## config.mk

```make
export PLATFORM = sky130hd
export DESIGN_NAME = dvi_pattern_ctrl
export DESIGN_NICKNAME = d
export VERILOG_FILES = /design/src/rtl/dvi_pattern_ctrl.sv
export SDC_FILE = /design/constraint.sdc
export NUM_CORES = 1
export LEC_CHECK = 0
export CAP_MARGIN = 5
export CORE_MARGIN = 2
export CORE_UTILIZATION = 50
export CTS_CLUSTER_SIZE = 30
export DETAILED_ROUTE_END_ITERATION = 6
export PLACE_DENSITY_LB_ADDON = 0.05
export SYNTH_ARGS = -nofsm -noshare
export SYNTH_HDL_FRONTEND = slang
export SYNTH_SLANG_ARGS = --single-unit
```

## constraint.sdc

```tcl
create_clock -name clk_pixel -period 2.4 [get_ports clk_pixel]
set_clock_uncertainty 0.1 [all_clocks]
set_input_delay 0.36 -clock clk_pixel [delete_from_list [all_inputs] [get_ports clk_pixel]]
set_output_delay 0.36 -clock clk_pixel [all_outputs]
set_load 0.02 [all_outputs]
```

## src/rtl/dvi_pattern_ctrl.sv

```systemverilog
// Run-time pattern selector for the DVI test-pattern generator: debounced next/prev buttons,
// frame-aligned pattern switching with a mute window. Define AUTO_CYCLE_EN for frame-count auto-advance.
module dvi_pattern_ctrl #(
  parameter int unsigned C_PATTERNS      = 8,
  parameter int unsigned C_DEBOUNCE_BITS = 16,
  parameter int unsigned C_MUTE_FRAMES   = 2,
  parameter int unsigned C_AUTO_FRAMES   = 300,
  localparam int unsigned PW = (C_PATTERNS > 2) ? $clog2(C_PATTERNS) : 1
) (
  input  logic          clk_pixel,
  input  logic          resetn,
  input  logic          btn_next,
  input  logic          btn_prev,
  input  logic          vsync,
  output logic [PW-1:0] pattern,
  output logic          mute,
  output logic          update_strobe,
  output logic [7:0]    led
);

  localparam int unsigned LW = (PW > 6) ? PW : 6;
  localparam logic [C_DEBOUNCE_BITS-1:0] DB_MAX = '1;
  localparam logic [PW-1:0] PAT_LAST = PW'(C_PATTERNS - 1);

  typedef enum logic [1:0] {
    S_IDLE  = 2'd0,
    S_ARMED = 2'd1,
    S_MUTE  = 2'd2
  } state_t;

  state_t        state;
  logic [1:0]    sync1, sync2, sync3;
  logic [1:0]    press;
  logic [PW-1:0] pending;
  logic          vsync_d;
  logic          vsync_rise_c;
  logic          next_evt_c;
  logic          prev_evt_c;
  logic [7:0]    frame_cnt;
  logic          first_rise;
  logic [LW-1:0] pattern_ext;

  // Two-flop synchronizers for both buttons, plus one extra stage to detect level changes.
  always_ff @(posedge clk_pixel or negedge resetn) begin
    if (!resetn) begin
      sync1 <= '0;
      sync2 <= '0;
      sync3 <= '0;
    end else begin
      sync1 <= {btn_prev, btn_next};
      sync2 <= sync1;
      sync3 <= sync2;
    end
  end

  // Per-button debounce: level is accepted only after the counter saturates; press on accepted rise.
  for (genvar i = 0; i < 2; i++) begin : g_db
    logic [C_DEBOUNCE_BITS-1:0] cnt;
    logic                       level;
    logic                       press_q;

    always_ff @(posedge clk_pixel or negedge resetn) begin
      if (!resetn) begin
        cnt     <= '0;
        level   <= 1'b0;
        press_q <= 1'b0;
      end else begin
        press_q <= 1'b0;
        if (sync2[i] != sync3[i]) begin
          cnt <= '0;
        end else if (cnt != DB_MAX) begin
          cnt <= cnt + C_DEBOUNCE_BITS'(1);
        end else if (level != sync3[i]) begin
          level   <= sync3[i];
          press_q <= sync3[i];
        end
      end
    end

    assign press[i] = press_q;
  end

  always_ff @(posedge clk_pixel or negedge resetn) begin
    if (!resetn) begin
      vsync_d <= 1'b0;
    end else begin
      vsync_d <= vsync;
    end
  end

  assign vsync_rise_c = vsync & ~vsync_d;
  assign prev_evt_c   = press[1];

`ifdef AUTO_CYCLE_EN
  localparam int unsigned AW = $clog2(C_AUTO_FRAMES + 1);

  logic [AW-1:0] auto_cnt;
  logic          auto_hit_c;
  logic          auto_fire_c;

  // Counts frame boundaries seen while idle; a button press resets the count and wins over auto.
  assign auto_hit_c  = (state == S_IDLE) && vsync_rise_c && (auto_cnt == AW'(C_AUTO_FRAMES - 1));
  assign auto_fire_c = auto_hit_c && (press == 2'b00);
  assign next_evt_c  = press[0] | auto_fire_c;

  always_ff @(posedge clk_pixel or negedge resetn) begin
    if (!resetn) begin
      auto_cnt <= '0;
    end else if (press != 2'b00) begin
      auto_cnt <= '0;
    end else if ((state == S_IDLE) && vsync_rise_c) begin
      auto_cnt <= auto_hit_c ? '0 : auto_cnt + AW'(1);
    end
  end
`else
  assign next_evt_c = press[0];
`endif

  // Pending index with wrap-around; coincident next and prev cancel out.
  always_ff @(posedge clk_pixel or negedge resetn) begin
    if (!resetn) begin
      pending <= '0;
    end else if (next_evt_c && !prev_evt_c) begin
      pending <= (pending == PAT_LAST) ? '0 : pending + PW'(1);
    end else if (prev_evt_c && !next_evt_c) begin
      pending <= (pending == '0) ? PAT_LAST : pending - PW'(1);
    end
  end

  // Switch sequencer: arm on a pending change, mute at the next frame, apply one frame later.
  always_ff @(posedge clk_pixel or negedge resetn) begin
    if (!resetn) begin
      state         <= S_IDLE;
      pattern       <= '0;
      mute          <= 1'b0;
      update_strobe <= 1'b0;
      frame_cnt     <= '0;
      first_rise    <= 1'b0;
    end else begin
      update_strobe <= 1'b0;
      case (state)
        S_IDLE: begin
          if (pending != pattern) begin
            state <= S_ARMED;
          end
        end
        S_ARMED: begin
          if (vsync_rise_c) begin
            mute       <= 1'b1;
            frame_cnt  <= 8'(C_MUTE_FRAMES);
            first_rise <= 1'b1;
            state      <= S_MUTE;
          end
        end
        S_MUTE: begin
          if (vsync_rise_c) begin
            frame_cnt  <= frame_cnt - 8'd1;
            first_rise <= 1'b0;
            if (first_rise) begin
              pattern       <= pending;
              update_strobe <= 1'b1;
            end
            if (frame_cnt == 8'd1) begin
              mute  <= 1'b0;
              state <= S_IDLE;
            end
          end
        end
        default: begin
          state <= S_IDLE;
        end
      endcase
    end
  end

  assign pattern_ext = LW'(pattern);

  always_ff @(posedge clk_pixel or negedge resetn) begin
    if (!resetn) begin
      led <= '0;
    end else begin
      led <= {mute, (state == S_ARMED), pattern_ext[5:0]};
    end
  end

endmodule
```

==> impl_metrics.ini, run 1 <==
[global_route]
grt_pass1_wl_um = 11500
grt_max_degree = 68
grtUsageTotal_pct = 19.6
grt_pass1_vias = 2522
antenna_found_initial = 0
grt-ovfl-total = 0

[critical_path]
cp-start-kind = register
cp.arrival_ns = 2.24
worstSetupPathType = register to register
crit_path_max_fanout = 9
critPathCaptureType = register
worstPathRequired_ns = 2.57

[yosys]
syn_area_per_cell_sq_um = 9.83
ys_seq_elements = 67
synth_edf_count = 0
synthTopCellsByCount = dfrtp_1 (67), nand2_1 (29), a21oi_1 (23)
synth.yosys.warnings = 0
seq_area_frac_synth_pct = 49.9
synth_most_common_cell = dfrtp_1
netlist_instances = 342
synth_top_area_cell = dfrtp_1
netlist.area_leader.share_pct = 49.9
ys_async_sr_fraction_pct = 100
yosysUniqueCellTypes = 50
synth_ff_type = dfrtp_1
synthTopCellsByArea = dfrtp_1 (50%), ha_1 (4.1%), a21oi_1 (3.4%)
syn-cell-area_sq_um = 3360

[timing]
final.period_utilization_pct = 86.5
fmax_ghz = 0.482
max_slew_margin_pct = 61.7
min_period_ns = 2.08
tns_ns = 0
finalHoldViolations = 0
rsz0062_at_grt = no
slew_viol_final = 0
setup_slack_ns = 0.325
final-setup-viol-count = 0
max_slew.worst_pin.slew_ns = 0.570

[detailed_routing]
drc = 0
antenna_left = 0
vias = 2615
drt_pre_antenna_iters = 4
wl_per_cell_um = 14.6
drt-total-wl_um = 6480
drt_iter0_drc = 121
vias_per_cell = 5.89

[floorplanning]
die_w_um = 86.0
io_pins = 18
start_util_pct = 52.4
die-area_sq_um = 7400
coreArea_sq_um = 6420
core.rowCount = 29
fp.dieH_um = 86.0

[layout]
synthToLayoutAreaGrowth_pct = 13.7
layout-drive-gt1-share_pct = 9.81
fillers = 554
multi_input_area_sq_um = 1560
finalNonFillerCells = 444
diodes = 0
finalNetCount = 380
regArea_sq_um = 1680

[cts]
cts_buffers = 9
cts_sinks = 67
cts_buffer_depth = 2
clk_latency_ns = 0.34
cts-root-buf = clkbuf_8
cts-resized-gates = 0
tritoncts = built
clk_pin_slew_worst_paths_ns = 0.07
cts_htree_levels = 3

[pwr]
power_leakage_nw = 1.67
peakVddDrop_mv = 0.361
powerDensity_nw_per_um2 = 595

[run_status]
outcome = complete, no violations

[job]
drv_cap = 0

[placement]
dp_cells = 429
gp_congestion = 0.812
dp_slack_ns = 0.332
dp_hpwl_um = 4330
portBuffers = 14

[worst_hold_path]
hold_path.class = register to register
[stage by stage]
stage | utilization (%) | power (mW) | area [sq um] | hold WS (ns)
final | 59.6 | 2.28 | 3820 | 0.251
after global routing | 59.6 | 2.39 | 3820 | 0.259
after CTS | 59.6 | 2.31 | 3820 | 0.254
after detailed placement | 56.3 | 1.34 | 3610 | 0.239
after global placement | 56.3 | 1.34 | 3610 | 0.238
after floorplan | - | 1.28 | 3370 | -0.0356
[worst paths after layout]
check                               start         endpoint  slack, ns  cells past startpoint
max                        g_db[1].cnt[0]  g_db[1].cnt[14]       0.32                      5
min                              sync1[1]         sync2[1]       0.25                      0
max reg2reg                g_db[1].cnt[0]  g_db[1].cnt[14]       0.32                      5
min reg2reg                      sync1[1]         sync2[1]       0.25                      0
max in group asynchronous          resetn   g_db[1].cnt[7]       1.44                      3
min in group asynchronous          resetn     frame_cnt[5]       0.47                      3
[layer usage]
metal  wire length (um)  track usage (%)  vias to the layer above
li1                   -                -                     1290
met1               3350             27.3                     1272
met2               2830             29.5                       43
met3                182             4.04                       10
met4                111             9.09                        0
met5                  0                0                        -
[flip-flops by register name, summed over array words and instances (netlist names)]
| register | flops |
|---|---|
| first_rise | 1 |
| frame_cnt | 8 |
| g_db.cnt | 32 |
| g_db.level | 2 |
| g_db.press_q | 2 |
| led | 5 |
| mute | 1 |
| pattern | 3 |
| pending | 3 |
| state | 2 |
| sync1 | 2 |
| sync2 | 2 |
| sync3 | 2 |
| update_strobe | 1 |
| vsync_d | 1 |
[cells in the final DEF, fill, tap and decap left out, types with 4 or more instances in the layout]
master / instances
and3_1: 5
nand2_1: 29
mux2i_1: 4
clkdlybuf4s50_1: 13
a211oi_1: 6
nand3_1: 14
nor4_1: 7
o21ai_0: 17
clkbuf_8: 12
dfrtp_1: 67
nand2b_1: 4
xor2_1: 6
ha_1: 11
nor2_1: 22
or3_1: 7
o31ai_1: 4
a31o_2: 4
buf_4: 9
xnor2_1: 6
or4_1: 6
nor3_1: 11
nand4_1: 7
inv_1: 15
nor2b_1: 5
a21oi_1: 23
a31oi_1: 7
[cells by family after synthesis]
logic type,count (synthesis),synth area share (%)
muxes,7,2.19
and+or+nand+nor,128,20.0
adders and majority gates,11,4.09
buffers and inverters,31,3.91
AOI/OAI and AO/OA,85,16.7
other,1,0.112
xor gates and xnor gates,12,3.12
DFF,67,49.9
[power by group]
part           internal, mW  switching, mW  total [mW]
Sequential             1.15         0.0272        1.18
Clock                 0.552          0.406       0.958
Combinational        0.0486         0.0885       0.137
Total                  1.75          0.521        2.28
[critical path: stages (launching register included)]
cell,delay (ns)
dfrtp_1,0.40
ha_1,0.22
nand2_1,0.11
or3_1,0.52
or4_1,0.51
a21oi_1,0.15
[what timing repair did]
item                                    CTS  global route
hold buffers                              1             0
endpoints found under the setup margin    0             0
buffers inserted                          0             0
endpoints found under the hold margin    67             0
[cell type report]
type	instances	share of cell area [%]
Clock buffer	12	4.32
Sequential cell	67	43.8
Clock inverter	2	0.916
Inverter	15	1.47
Timing Repair Buffer	25	6.08
Multi-Input combinational cell	246	40.9
Tap cell	77	2.52
No activity file was read; power rests on OpenSTA's default activity.
==> inputs of run 2 (changes only) <==
- TNS_END_PERCENT: not set -> 10
==> results of run 2 <==
The final DEF is identical to that of run 1; final timing and power are the same.
==> inputs of run 3 (changes only) <==
- CTS_CLUSTER_SIZE: 30 -> 28
==> results of run 3 <==
The final DEF is identical to that of run 1; final timing and power are the same.
